$ cat config.mk
export PLATFORM = sky130hd
export DESIGN_NAME = cpu_register_file
export DESIGN_NICKNAME = d
export VERILOG_FILES = /design/src/rtl/cpu_register_file.sv
export SDC_FILE = /design/constraint.sdc
export NUM_CORES = 1
export LEC_CHECK = 0
export BUFFER_PORTS_ARGS = -buffer_cell sky130_fd_sc_hd__buf_4
export CORE_UTILIZATION = 40
export CTS_CLUSTER_DIAMETER = 100
export DETAILED_ROUTE_END_ITERATION = 6
export PLACE_DENSITY = 0.69
export SYNTH_ARGS = -nofsm -noshare
export SYNTH_HDL_FRONTEND = slang
export SYNTH_SLANG_ARGS = --single-unit
$ cat constraint.sdc
create_clock -name clk -period 3.4 [get_ports clk]
set_clock_uncertainty 0.2 [all_clocks]
set_input_delay 0.17 -clock clk [delete_from_list [all_inputs] [get_ports clk]]
set_output_delay 0.17 -clock clk [all_outputs]
set_load 0.01 [all_outputs]
$ cat src/rtl/cpu_register_file.sv
// 6502-style register set (A, X, Y, SP, PC, P) with SP/PC stepping and masked flag update.
// Optional sticky stack guard flags are built when CPU_REGFILE_STACK_GUARD_EN is defined.
module cpu_register_file #(
    parameter int               DW           = 8,
    parameter int               AW           = 16,
    parameter logic [DW-1:0]    RST_SP       = 8'hFF,
    parameter logic [AW-1:0]    RST_PC       = 16'h0200,
    parameter logic [DW-1:0]    RST_P        = 8'h20,
    parameter logic [DW-1:0]    P_FIXED_MASK = 8'h00,
    parameter logic [DW-1:0]    P_FIXED_VAL  = 8'h20,
    parameter logic [AW-DW-1:0] STACK_PAGE   = 8'h01
) (
    input  logic          clk,
    input  logic          rst,
    input  logic [DW-1:0] data_in,
    input  logic [AW-1:0] addr_in,
    input  logic          a_write,
    input  logic          x_write,
    input  logic          y_write,
    input  logic          sp_write,
    input  logic          sp_inc,
    input  logic          sp_dec,
    input  logic          pc_write,
    input  logic          pc_inc,
    input  logic [1:0]    pc_step,
    input  logic          p_write,
    input  logic          flag_we,
    input  logic [DW-1:0] flag_mask,
    input  logic [DW-1:0] flag_in,
    output logic [DW-1:0] reg_a,
    output logic [DW-1:0] reg_x,
    output logic [DW-1:0] reg_y,
    output logic [DW-1:0] reg_sp,
    output logic [DW-1:0] reg_p,
    output logic [AW-1:0] reg_pc,
    output logic [AW-1:0] stack_addr,
    output logic          sp_overflow,
    output logic          sp_underflow
);

    localparam logic [DW-1:0] P_RST_EFF = (RST_P & ~P_FIXED_MASK) | (P_FIXED_VAL & P_FIXED_MASK);

    logic [DW-1:0] a_q, a_d, x_q, x_d, y_q, y_d, sp_q, sp_d, p_q, p_d;
    logic [AW-1:0] pc_q, pc_d;
    logic [DW-1:0] p_next;
    logic          sp_up, sp_down;

    // A simultaneous inc and dec cancels out, so neither counts as a step.
    assign sp_up   = !sp_write && sp_inc && !sp_dec;
    assign sp_down = !sp_write && sp_dec && !sp_inc;

    always_comb begin
        a_d    = a_write ? data_in : a_q;
        x_d    = x_write ? data_in : x_q;
        y_d    = y_write ? data_in : y_q;

        sp_d   = sp_q;
        if (sp_write)     sp_d = data_in;
        else if (sp_up)   sp_d = sp_q + DW'(1);
        else if (sp_down) sp_d = sp_q - DW'(1);

        pc_d   = pc_q;
        if (pc_write)    pc_d = addr_in;
        else if (pc_inc) pc_d = pc_q + AW'(pc_step);

        p_next = p_q;
        if (p_write)      p_next = data_in;
        else if (flag_we) p_next = (p_q & ~flag_mask) | (flag_in & flag_mask);
        p_d    = (p_next & ~P_FIXED_MASK) | (P_FIXED_VAL & P_FIXED_MASK);
    end

    always_ff @(posedge clk or posedge rst) begin
        if (rst) begin
            a_q  <= '0;
            x_q  <= '0;
            y_q  <= '0;
            sp_q <= RST_SP;
            pc_q <= RST_PC;
            p_q  <= P_RST_EFF;
        end else begin
            a_q  <= a_d;
            x_q  <= x_d;
            y_q  <= y_d;
            sp_q <= sp_d;
            pc_q <= pc_d;
            p_q  <= p_d;
        end
    end

`ifdef CPU_REGFILE_STACK_GUARD_EN
    logic ovf_q, ovf_d, unf_q, unf_d;

    always_comb begin
        ovf_d = ovf_q;
        unf_d = unf_q;
        if (sp_write) begin
            ovf_d = 1'b0;
            unf_d = 1'b0;
        end else begin
            if (sp_down && sp_q == '0) ovf_d = 1'b1;
            if (sp_up && sp_q == '1)   unf_d = 1'b1;
        end
    end

    always_ff @(posedge clk or posedge rst) begin
        if (rst) begin
            ovf_q <= 1'b0;
            unf_q <= 1'b0;
        end else begin
            ovf_q <= ovf_d;
            unf_q <= unf_d;
        end
    end

    assign sp_overflow  = ovf_q;
    assign sp_underflow = unf_q;
`else
    assign sp_overflow  = 1'b0;
    assign sp_underflow = 1'b0;
`endif

    assign reg_a      = a_q;
    assign reg_x      = x_q;
    assign reg_y      = y_q;
    assign reg_sp     = sp_q;
    assign reg_pc     = pc_q;
    assign reg_p      = p_q;
    assign stack_addr = {STACK_PAGE, sp_q};

endmodule

## After elaboration in Yosys (flattened, before gate mapping)

Cells that the tools add are included.

- Logic and storage cells: 30
- Output and inout port bits: 74
- Input port bits: 54
- Bits in registers: 56

- Bitwise operators: 4
- Reduce and logical (&&, ||, !) cells: 10
- Muxes and demuxes: 7
- Add/sub/neg operators: 3

Operator list:

| operator | count |
|---|---|
| 2-to-1 mux 8 bit | 5 |
| 2-to-1 mux 16 bit | 2 |
| adder 16 x 2 -> 16 bit | 1 |
| bitwise AND 8 bit | 2 |
| adder 8 x 1 -> 8 bit, second input constant | 1 |
| inverter 8 bit | 1 |
| OR 8 bit | 1 |
| subtractor 8 x 1 -> 8 bit, second input constant | 1 |
| logical AND 1 bit | 4 |
| nonzero test 2 bit | 2 |
| logical NOT 1 bit | 3 |
| nonzero test 3 bit | 1 |

## Logic depth before layout (Yosys ltp)

- Word-level depth: 6
- Gate-level depth with buffers: 9
- Mapped depth without buffers: 8

## Least setup slack after synthesis

OpenSTA, ideal clock, no wires.

- Kind: input to register
- Start: in sp_write
- End: reg sp_q[6], in the netlist reg_sp[6]
- Cell stages on the path: 9
- Setup time: 0.073 ns
- Buffers on the path: 1
- Data required time: 3.127 ns
- Arrival time: 2.034 ns
- Setup slack: 1.093 ns
- Cell sequence: clkbuf_1 -> nor2b_1 -> nand2b_1 -> fa_1 -> a21o_1 -> a211oi_1 -> nor2_1 -> mux2_2 -> a21oi_1

- Cells in the longest elaborated chain, start to end: 5
- Elaborated cells on any way between the ends: 8
- Those cells by class: mux (2); reduce/logical (6)

RTL lines:

| item | line | RTL |
|---|---|---|
| start, declared | 20 | `input logic sp_write,` |
| logical NOT 1 bit | 49, 50 |  |
| logical AND 1 bit (2 in a row) | 49 | `assign sp_up = !sp_write && sp_inc && !sp_dec;` |
| 2-to-1 mux 8 bit | 59 | `else if (sp_up) sp_d = sp_q + DW'(1);` |
| 2-to-1 mux 8 bit | 58 | `if (sp_write) sp_d = data_in;` |
| end signal, assigned | 84 | `sp_q <= sp_d;` |
| end, declared | 43 | `logic [DW-1:0] a_q, a_d, x_q, x_d, y_q, y_d, sp_q, sp_d, p_q, p_d;` |

Parallel ways exist; a longest one is shown, timed or not.
A chain may end at the register's enable or synchronous reset.

## Worst setup path in the final report

- Start: in sp_write
- End: reg sp_q[2], in the netlist reg_sp[2]

The elaborated chain is that of the path after synthesis.

==> run_results.csv <==
group,metric,value,unit
place,dp_slack,0.8653,ns
timing,period_needed,2.295,ns
yosys,ys_seq_area_share,46.41,%
global_routing,grtUsageMet2,34.35,%
timing,layout_setup_ws,1.105,ns
drt,vias,2652,
setup_path,reg2reg_slack,1.15,ns
power_and_ir_drop,p_clk_share,21.6,%
yosys,yosysTopAreaCellShare,37.78,%
global_routing,use_met3,4.063,%
yosys,synth-async-reset-ratio,100.0,%
global_routing,overflow,0,
floorplanning,coreArea,7292,sq um
timing,tightest_slew,0.7628,ns
drt,routedWlPerCell,13.95,microns
setup_path,cp.required,3.44,ns
setup_path,cp_max_fo,19,
power_and_ir_drop,seq_power_share,45.0,%
floorplanning,die_h,89.28,microns
yosys,ys_types,41,
power_and_ir_drop,power_frac_comb,33.3,%
yosys,synth_top_flop_cell,"dfrtp_1",
drt,dr.pass1.iters,4,
global_routing,grt_busiest_layer,"met2",
timing,slew_viol_final,0,
place,portBuffers,117,
global_routing,grt_usage,19.52,%
final_layout,fillers,617,
yosys,synth.area.top_cells,"dfrtp_1, mux2_2, dfstp_2",
place,place.gp.congestion,0.8636,
power_and_ir_drop,power.leakage,2.106,nW
floorplanning,pin_count,128,
yosys,ys_ff_latch,56,
yosys,synth-edff-count,0,
timing,hold_ws,0.01467,ns
floorplanning,fp.dieW,89.28,microns
global_routing,grt_pass1_vias,2564,
clock_tree,postCtsHoldBufs,50,
floorplanning,rows,31,
final_layout,regArea,1414,sq um
yosys,synth_largest_area_cell,"dfrtp_1",
floorplanning,initial_core_util,41.78,%
global_routing,grt_pass1_wl,11840,microns
setup_path,worstSetupPathType,"input pin to flop",
setup_path,start_kind,"input pin",
run_status,status,"completed",
yosys,synth_area,3047,sq um
power_and_ir_drop,p_switching,0.5659,mW
timing,finalCritPeriodShare,67.51,%
final_layout,final_nets,512,
clock_tree,cts_tree,"done",
drt,drtAntennaViolNets,0,
yosys,postSynthAreaPerCell,10.40,sq um
final_layout,multiInputGateArea,1458,sq um
setup_path,cp-end-kind,"flop",
power_and_ir_drop,swShare,30.88,%
clock_tree,cts_resized,0,
clock_tree,clock_latency,0.30,ns
clock_tree,ctsRootBufferMaster,"clkbuf_8",
setup_path,arrival,2.33,ns
timing,setup_violations,0,
floorplanning,die-area,7970,sq um
timing,max_freq,435.7,MHz
clock_tree,path_clk_slew,0.10,ns
clock_tree,cts_sinks,56,
drt,drt_iter0_drc,147,
yosys,syn_inst,293,
global_routing,grt_use_met1,23.91,%
final_layout,syn2layout_area_growth,48.09,%
power_and_ir_drop,intPower,1.267,mW
global_routing,antenna_found_initial,0,
clock_tree,post_cts_buffers,0,
worst_hold_path,hp-class,"input pin to flop",
drt,drc,0,
clock_tree,cts_buffers,5,
clock_tree,clk_path_buf_depth,2,
job,cap_violations,0,
power_and_ir_drop,power,1.833,mW
clock_tree,htreeDepth,2,
timing,tns,0,ns
timing,slew_headroom,49.07,%
drt,routed_wirelength,7633,microns
timing,hold_viol,0,
final_layout,drive_gt1_share,37.50,%
final_layout,diodes,0,
power_and_ir_drop,ir_worst_vdd,238.6,uV
global_routing,grt_max_degree,38,
power_and_ir_drop,powerDensity,406.2,nW/um^2
drt,vias_per_cell,4.848,
yosys,synth_warnings,0,
timing,grt_setup_unrepaired,"false",
place,hpwl,5280,microns
## Yosys cell counts, drive strengths merged (2+ instances only)
cell type  number
fa              2
o21ai          32
mux2           27
conb            2
inv             5
nand4           2
ha              9
mux2i          10
nor3b           2
nand2          45
nor2           10
xor2           11
dfstp          10
a31oi           2
a311oi          2
nand3           4
xnor2           8
dfrtp          46
a21oi          10
and3            4
a21o            3
nor2b           3
a211oi          3
clkbuf          8
buf            22
## final timing paths
path / to / from / depth (start not counted)
setup / recovery: reg_sp[2] / sp_write / 9
hold / removal: reg_y[2] / y_write / 2
setup reg to reg: reg_pc[10] / reg_pc[0] / 8
hold reg to reg: reg_a[7] / reg_a[7] / 1
max in group asynchronous: reg_sp[0] / rst / 4
min in group asynchronous: reg_y[3] / rst / 3
## per-layer routing
layer / share of wire (%) / vias to the layer above
met3: 6.5 / 14
met4: 2.3 / 0
met2: 49 / 99
met1: 42 / 1254
met5: 0 / -
li1: - / 1285
## power by group through the flow
stage                     sequential [mW]  clock (mW)  combinational, mW
final                               0.826       0.397              0.610
after global routing                0.840       0.436              0.672
after CTS                           0.826       0.412              0.608
after detailed placement            0.838           0              0.548
after global placement              0.835           0              0.539
after floorplan                     0.863           0              0.293
## logic make-up after synthesis
family                     after synthesis  share of synthesized area [%]
and+or+nand+nor                         79                          12.48
AOI/OAI and AO/OA                       54                          9.897
buffers and inverters                   35                          6.735
DFF                                     56                          46.41
adders and majority gates               11                          5.010
muxes                                   37                          13.26
other                                    2                         0.2465
xor gates and xnor gates                19                          5.955
## layout make-up
cell class / instances / area share, %
Sequential cell: 56 / 31.34
Timing Repair Buffer: 169 / 30.95
Multi-Input combinational cell: 210 / 32.31
Tap cell: 99 / 2.745
Clock inverter: 2 / 0.4160
Clock buffer: 6 / 1.830
Inverter: 5 / 0.4160
## cell usage in the layout, fill, tap and decap left out, drive strengths merged, types with 2 or more instances in the layout
cell	n
ha	9
clkbuf	6
a21o	3
a211oi	3
conb	10
a21oi	10
a31oi	2
dfstp	10
xnor2	8
nand2	45
dlygate4sd3	51
inv	6
a311oi	2
nand4	2
mux2i	10
and3	4
buf	118
nor2	10
nor3b	2
dfrtp	46
xor2	11
nand3	4
mux2	27
fa	2
nor2b	3
o21ai	32
## metrics by stage
step,area [sq um],utilization [%],std cells
floorplan,3077,-,301
global placement,3900,53.48,488
detailed placement,3900,53.48,488
CTS,4502,61.74,546
global route,4512,61.87,547
finish,4512,61.87,547
## critical path, stage by stage
cell and delay (ns):
buf_4 0.18, nor2b_1 0.23, nand2b_1 0.27, fa_1 0.49, xnor2_1 0.17, nor2_1 0.05
a21oi_1 0.13, o21ai_0 0.07, dlygate4sd3_1 0.56
Note: power is estimated with default switching activity, not from simulation.
